===== config.mk =====
export PLATFORM = sky130hd
export DESIGN_NAME = uc_secuencial
export DESIGN_NICKNAME = d
export VERILOG_FILES = /design/src/rtl/uc_secuencial.sv
export SDC_FILE = /design/constraint.sdc
export NUM_CORES = 1
export LEC_CHECK = 0
export CORE_MARGIN = 2
export CORE_UTILIZATION = 48
export DETAILED_ROUTE_END_ITERATION = 16
export PLACE_DENSITY = 0.88
export SLEW_MARGIN = 30
export SYNTH_ARGS = -nofsm -noshare
export SYNTH_HDL_FRONTEND = slang
export SYNTH_SLANG_ARGS = --single-unit
export TNS_END_PERCENT = 10

===== constraint.sdc =====
create_clock -name clk -period 3.25 [get_ports clk]
set_input_delay 0.8125 -clock clk [delete_from_list [all_inputs] [get_ports clk]]
set_output_delay 0.8125 -clock clk [all_outputs]
set_load 0.02 [all_outputs]

===== src/rtl/uc_secuencial.sv =====
// Sequenced control unit for the 8-bit microcontroller: decodes Opcode/z into
// datapath controls and runs them through an IDLE/WAIT/EXEC/HALTED sequencer.
module uc_secuencial #(
    parameter int FETCH_WAIT = 0
) (
    input  logic        clk,
    input  logic        reset,
    input  logic [5:0]  Opcode,
    input  logic        z,
    input  logic        run,
    input  logic        step,
    output logic        s_inc,
    output logic        s_inm,
    output logic        we3,
    output logic        wez,
    output logic [2:0]  Op,
    output logic        pc_we,
    output logic        halted,
    output logic        illegal,
    output logic [15:0] icount,
    output logic [1:0]  dbg_state
);

    // Debug encoding seen on dbg_state: 0 idle, 1 wait, 2 exec, 3 halted.
    typedef enum logic [1:0] {
        ST_IDLE   = 2'd0,
        ST_WAIT   = 2'd1,
        ST_EXEC   = 2'd2,
        ST_HALTED = 2'd3
    } state_t;

    localparam bit         HAS_WAIT  = (FETCH_WAIT > 0);
    localparam logic [3:0] WAIT_LOAD = HAS_WAIT ? 4'(FETCH_WAIT - 1) : 4'd0;

    state_t     state;
    state_t     state_nxt;
    logic [3:0] wait_cnt;
    logic [3:0] wait_cnt_nxt;
    logic       single;
    logic       single_nxt;
    logic       in_exec;

    logic       dec_s_inc;
    logic       dec_s_inm;
    logic       dec_we3;
    logic       dec_wez;
    logic [2:0] dec_op;
    logic       halt_op;
    logic       illegal_op;

    // Fixed ISA decode, purely combinational from Opcode and z.
    always_comb begin
        dec_s_inc  = 1'b1;
        dec_s_inm  = 1'b0;
        dec_we3    = 1'b0;
        dec_wez    = 1'b0;
        dec_op     = 3'b000;
        halt_op    = 1'b0;
        illegal_op = 1'b0;
        casez (Opcode)
            6'b1?????: begin
                dec_op  = Opcode[4:2];
                dec_we3 = 1'b1;
                dec_wez = 1'b1;
            end
            6'b01????: begin
                dec_we3   = 1'b1;
                dec_s_inm = 1'b1;
            end
            6'b000000: dec_s_inc = 1'b0;
            6'b000001: dec_s_inc = ~z;
            6'b000010: dec_s_inc = z;
            6'b000011: dec_s_inc = 1'b1;
            6'b000100: halt_op   = 1'b1;
            default:   illegal_op = 1'b1;
        endcase
    end

    // State register plus the wait counter and single-step flag.
    always_ff @(posedge clk or negedge reset) begin
        if (!reset) begin
            state    <= ST_IDLE;
            wait_cnt <= 4'd0;
            single   <= 1'b0;
        end else begin
            state    <= state_nxt;
            wait_cnt <= wait_cnt_nxt;
            single   <= single_nxt;
        end
    end

    // run is a level that keeps instructions flowing; step is a one-cycle
    // request honoured only in IDLE with run low, and never queued.
    always_comb begin
        state_nxt    = state;
        wait_cnt_nxt = wait_cnt;
        single_nxt   = single;
        case (state)
            ST_IDLE: begin
                if (run || step) begin
                    single_nxt = ~run;
                    if (HAS_WAIT) begin
                        state_nxt    = ST_WAIT;
                        wait_cnt_nxt = WAIT_LOAD;
                    end else begin
                        state_nxt = ST_EXEC;
                    end
                end
            end
            ST_WAIT: begin
                if (wait_cnt == 4'd0) begin
                    state_nxt = ST_EXEC;
                end else begin
                    wait_cnt_nxt = wait_cnt - 4'd1;
                end
            end
            ST_EXEC: begin
                if (halt_op) begin
                    state_nxt = ST_HALTED;
                end else if (single || !run) begin
                    state_nxt = ST_IDLE;
                end else if (HAS_WAIT) begin
                    state_nxt    = ST_WAIT;
                    wait_cnt_nxt = WAIT_LOAD;
                end else begin
                    state_nxt = ST_EXEC;
                end
            end
            ST_HALTED: state_nxt = ST_HALTED;
            default:   state_nxt = ST_IDLE;
        endcase
    end

    assign in_exec = (state == ST_EXEC);

    // Outputs hold safe values except during the single EXEC cycle.
    always_comb begin
        s_inc = 1'b1;
        s_inm = 1'b0;
        we3   = 1'b0;
        wez   = 1'b0;
        Op    = 3'b000;
        pc_we = 1'b0;
        if (in_exec) begin
            s_inc = dec_s_inc;
            s_inm = dec_s_inm;
            we3   = dec_we3;
            wez   = dec_wez;
            Op    = dec_op;
            pc_we = ~halt_op;
        end
    end

    // Retired-instruction counter and sticky illegal flag commit on EXEC edges.
    always_ff @(posedge clk or negedge reset) begin
        if (!reset) begin
            icount  <= 16'd0;
            illegal <= 1'b0;
        end else if (in_exec) begin
            icount <= icount + 16'd1;
            if (illegal_op) begin
                illegal <= 1'b1;
            end
        end
    end

    assign halted    = (state == ST_HALTED);
    assign dbg_state = state;

endmodule


==> flow_summary.toml <==
[outcome]
status = "finished, final reports clean"

[timing]
skew_ns = 0.00165
setup_viol = 0
fmax_ghz = 0.325
rsz0062_at_grt = "false"
worst_pin_slew_ns = 0.821
slew_headroom_pct = 45.2
layout_setup_ws_ns = 0.176
finalCritPeriodShare_pct = 94.6
tns_ns = 0
period_needed_ns = 3.07
report.final.slew_viol_count = 0
finalHoldViolCount = 0

[yosys]
yosys_warnings = 0
synthesis.area_sq_mm = 0.00118
syn_avg_cell_area_sq_um = 10.6
ys_ff_latch = 24
synth_nets = 124
synth.yosys.seq_area_share_pct = 50.9
syn_inst = 111
ys_types = 31

[route]
drc_errors = 0
drt-met1-wl_um = 1040
drt-wirelength-per-cell_um = 13.6
wl_met2_um = 1230
postRouteAntennaNets = 0
first_iter_violations = 7
top_layer_used = "met4"
drt_wl_total_um = 2470
first_pass_iters = 4
vias = 961
viasPerCell = 5.28
wl_met3_um = 185

[grt]
grt_pass1_wl_um = 3950
antenna_found_initial = 0
overflow = 0
grt_usage_pct = 18.7
grt_max_degree = 25
grt_pass1_vias = 915

[critical_path]
cp.required_ns = 2.44
startpoint = "Opcode[4]"
startpoint_type = "input pin"
worst-path-max-fanout = 5
r2r-start = "wait_cnt[0]"
arrival_ns = 2.26
crit_type = "in -> out"
crit_path_end_kind = "output pin"

[die]
die_area_sq_mm = 0.00287
dieWidth_um = 53.6
start_util_pct = 51.8
io_pins = 39
coreArea_sq_mm = 0.00228
core.rowCount = 17
die-height_um = 53.6

[clock_network]
tritoncts = "done"
insertion_delay_ns = 0.31
holdBufCountCts = 0
cts.path.max_buffers = 2
cts_buffers = 3
clkTransAtPathRegs_ns = 0.13
clock_sinks = 24
cts.htree.levels = 1
cts-root-buf = "clkbuf_4"
postCtsResizedCells = 0
postCtsSetupBuffers = 0

[cells_and_area]
final_util_pct = 72.7
diodes = 0
fin_cells = 182
num-nets-final = 168
syn_to_final_growth_pct = 40.3
drive_gt1_share_pct = 7.14

[power_and_ir_drop]
power_frac_seq_pct = 40.5
power.leakage_nw = 0.694
combPwrFrac_pct = 39.7
irDropWorstVdd_uv = 681
powerDensity_mw_per_mm2 = 659
clockPowerShare_pct = 19.8
switching_share_pct = 36.8
p_switching_w = 0.000401
internal_power_w = 0.000689

[min_path]
hold_path_class = "reg -> reg"
hold_start = "icount[15]"

[placed_design]
pre_cts_ws_ns = 0.182
dp_hpwl_um = 1940
portBuffers = 38
dp.cells = 178
globalplace.congestion = 0.737

[flow_run]
cap_viol_max_count = 0
[layer usage]
metal,vias up,global-route usage [%]
li1,473,-
met1,450,21.7
met2,36,34.4
met3,2,5.00
met4,0,3.85
met5,-,0
[metrics by stage]
step                total power [W]  area (sq um)  hold slack, ns
finish                      0.00109          1660           0.477
global route                0.00115          1660           0.486
CTS                         0.00110          1660           0.479
detailed placement         0.000883          1600           0.461
global placement           0.000867          1600           0.454
floorplan                  0.000681          1180           0.446
[cell families (layout without fill, tap and decap cells)]
kind of cell | after synthesis | after routing | share of synthesized area (%)
muxes | 1 | 1 | 0.848
AOI/OAI and AO/OA | 9 | 9 | 4.88
xor gates and xnor gates | 18 | 18 | 13.4
adders and majority gates | 2 | 2 | 2.12
and+or+nand+nor | 52 | 52 | 26.0
DFF | 24 | 24 | 50.9
buffers and inverters | 5 | 48 | 1.91
[cell usage in the layout (no fill, tap or decap), types with 2 or more instances in the layout]
| master | count |
|---|---|
| dfrtp_1 | 24 |
| nor3b_1 | 3 |
| xor2_1 | 4 |
| nand3_1 | 2 |
| nand2_1 | 12 |
| nor2_1 | 10 |
| clkdlybuf4s50_1 | 38 |
| ha_1 | 2 |
| buf_4 | 2 |
| and2_1 | 2 |
| and3_1 | 4 |
| nor3_2 | 2 |
| xnor2_1 | 14 |
| clkbuf_4 | 3 |
| inv_1 | 4 |
| a21oi_1 | 4 |
| nand2b_1 | 4 |
| nand4_1 | 4 |
[flip-flops by register name, indices dropped and copies added, names as in the netlist]
register and cells:
single 1, illegal 1, wait_cnt 4, icount 16
dbg_state 2
[area by class of cell]
class | count | area [sq um]
fill | 175 | 621
sequential | 24 | 601
multi-input combinational | 82 | 557
timing repair buffer | 40 | 395
tap | 28 | 35.0
clock inverter | 1 | 30.0
clock buffer | 3 | 22.5
inverter | 4 | 15.0
[synth_stat cells (all sizes together)]
| cell | instances | area share [%] |
|---|---|---|
| dfrtp | 24 | 51 |
| xnor2 | 14 | 10 |
| nand2 | 12 | 3.8 |
| nor2 | 10 | 3.2 |
| nand4 | 5 | 3.9 |
| a21oi | 4 | 1.7 |
| and3 | 4 | 2.1 |
| inv | 4 | 1.3 |
| nand2b | 4 | 2.1 |
| xor2 | 4 | 3.0 |
| nor3 | 3 | 2.1 |
| nor3b | 3 | 1.9 |
| and2 | 2 | 1.1 |
| and4 | 2 | 1.7 |
| ha | 2 | 2.1 |
| nand3 | 2 | 0.85 |
| a221oi | 1 | 0.74 |
| a31o | 1 | 0.74 |
| a31oi | 1 | 0.53 |
| a41oi | 1 | 0.74 |
| and2b | 1 | 0.64 |
| buf | 1 | 0.64 |
| mux2i | 1 | 0.85 |
| nand4b | 1 | 0.74 |
| nor2b | 1 | 0.53 |
| nor4b | 1 | 0.74 |
| o21ai | 1 | 0.42 |
| or3 | 1 | 0.53 |
[final timing paths]
check / endpoint / slack (ns) / cells past startpoint
min in group asynchronous: icount[8] / 0.83 / 2
hold reg to reg: icount[15] / 0.48 / 1
setup / recovery: pc_we / 0.18 / 4
max in group asynchronous: illegal / 2.19 / 2
hold / removal: icount[15] / 0.48 / 1
setup reg to reg: wait_cnt[2] / 1.34 / 6
[power by group through the flow]
stage	Sequential (W)	Combinational [W]	Clock (W)
4_1_cts	0.000441	0.000439	0.000216
5_1_grt	0.000453	0.000464	0.000229
3_5_place_dp	0.000446	0.000436	0
6_report	0.000442	0.000433	0.000216
3_3_place_gp	0.000441	0.000426	0
2_1_floorplan	0.000491	0.000190	0
[critical path, cell delays in order]
cell and delay [ns]:
clkdlybuf4s50_1 0.48, nor2_1 0.10, a31oi_1 0.22, clkdlybuf4s50_1 0.64
Note: power is estimated with default switching activity, not from simulation.
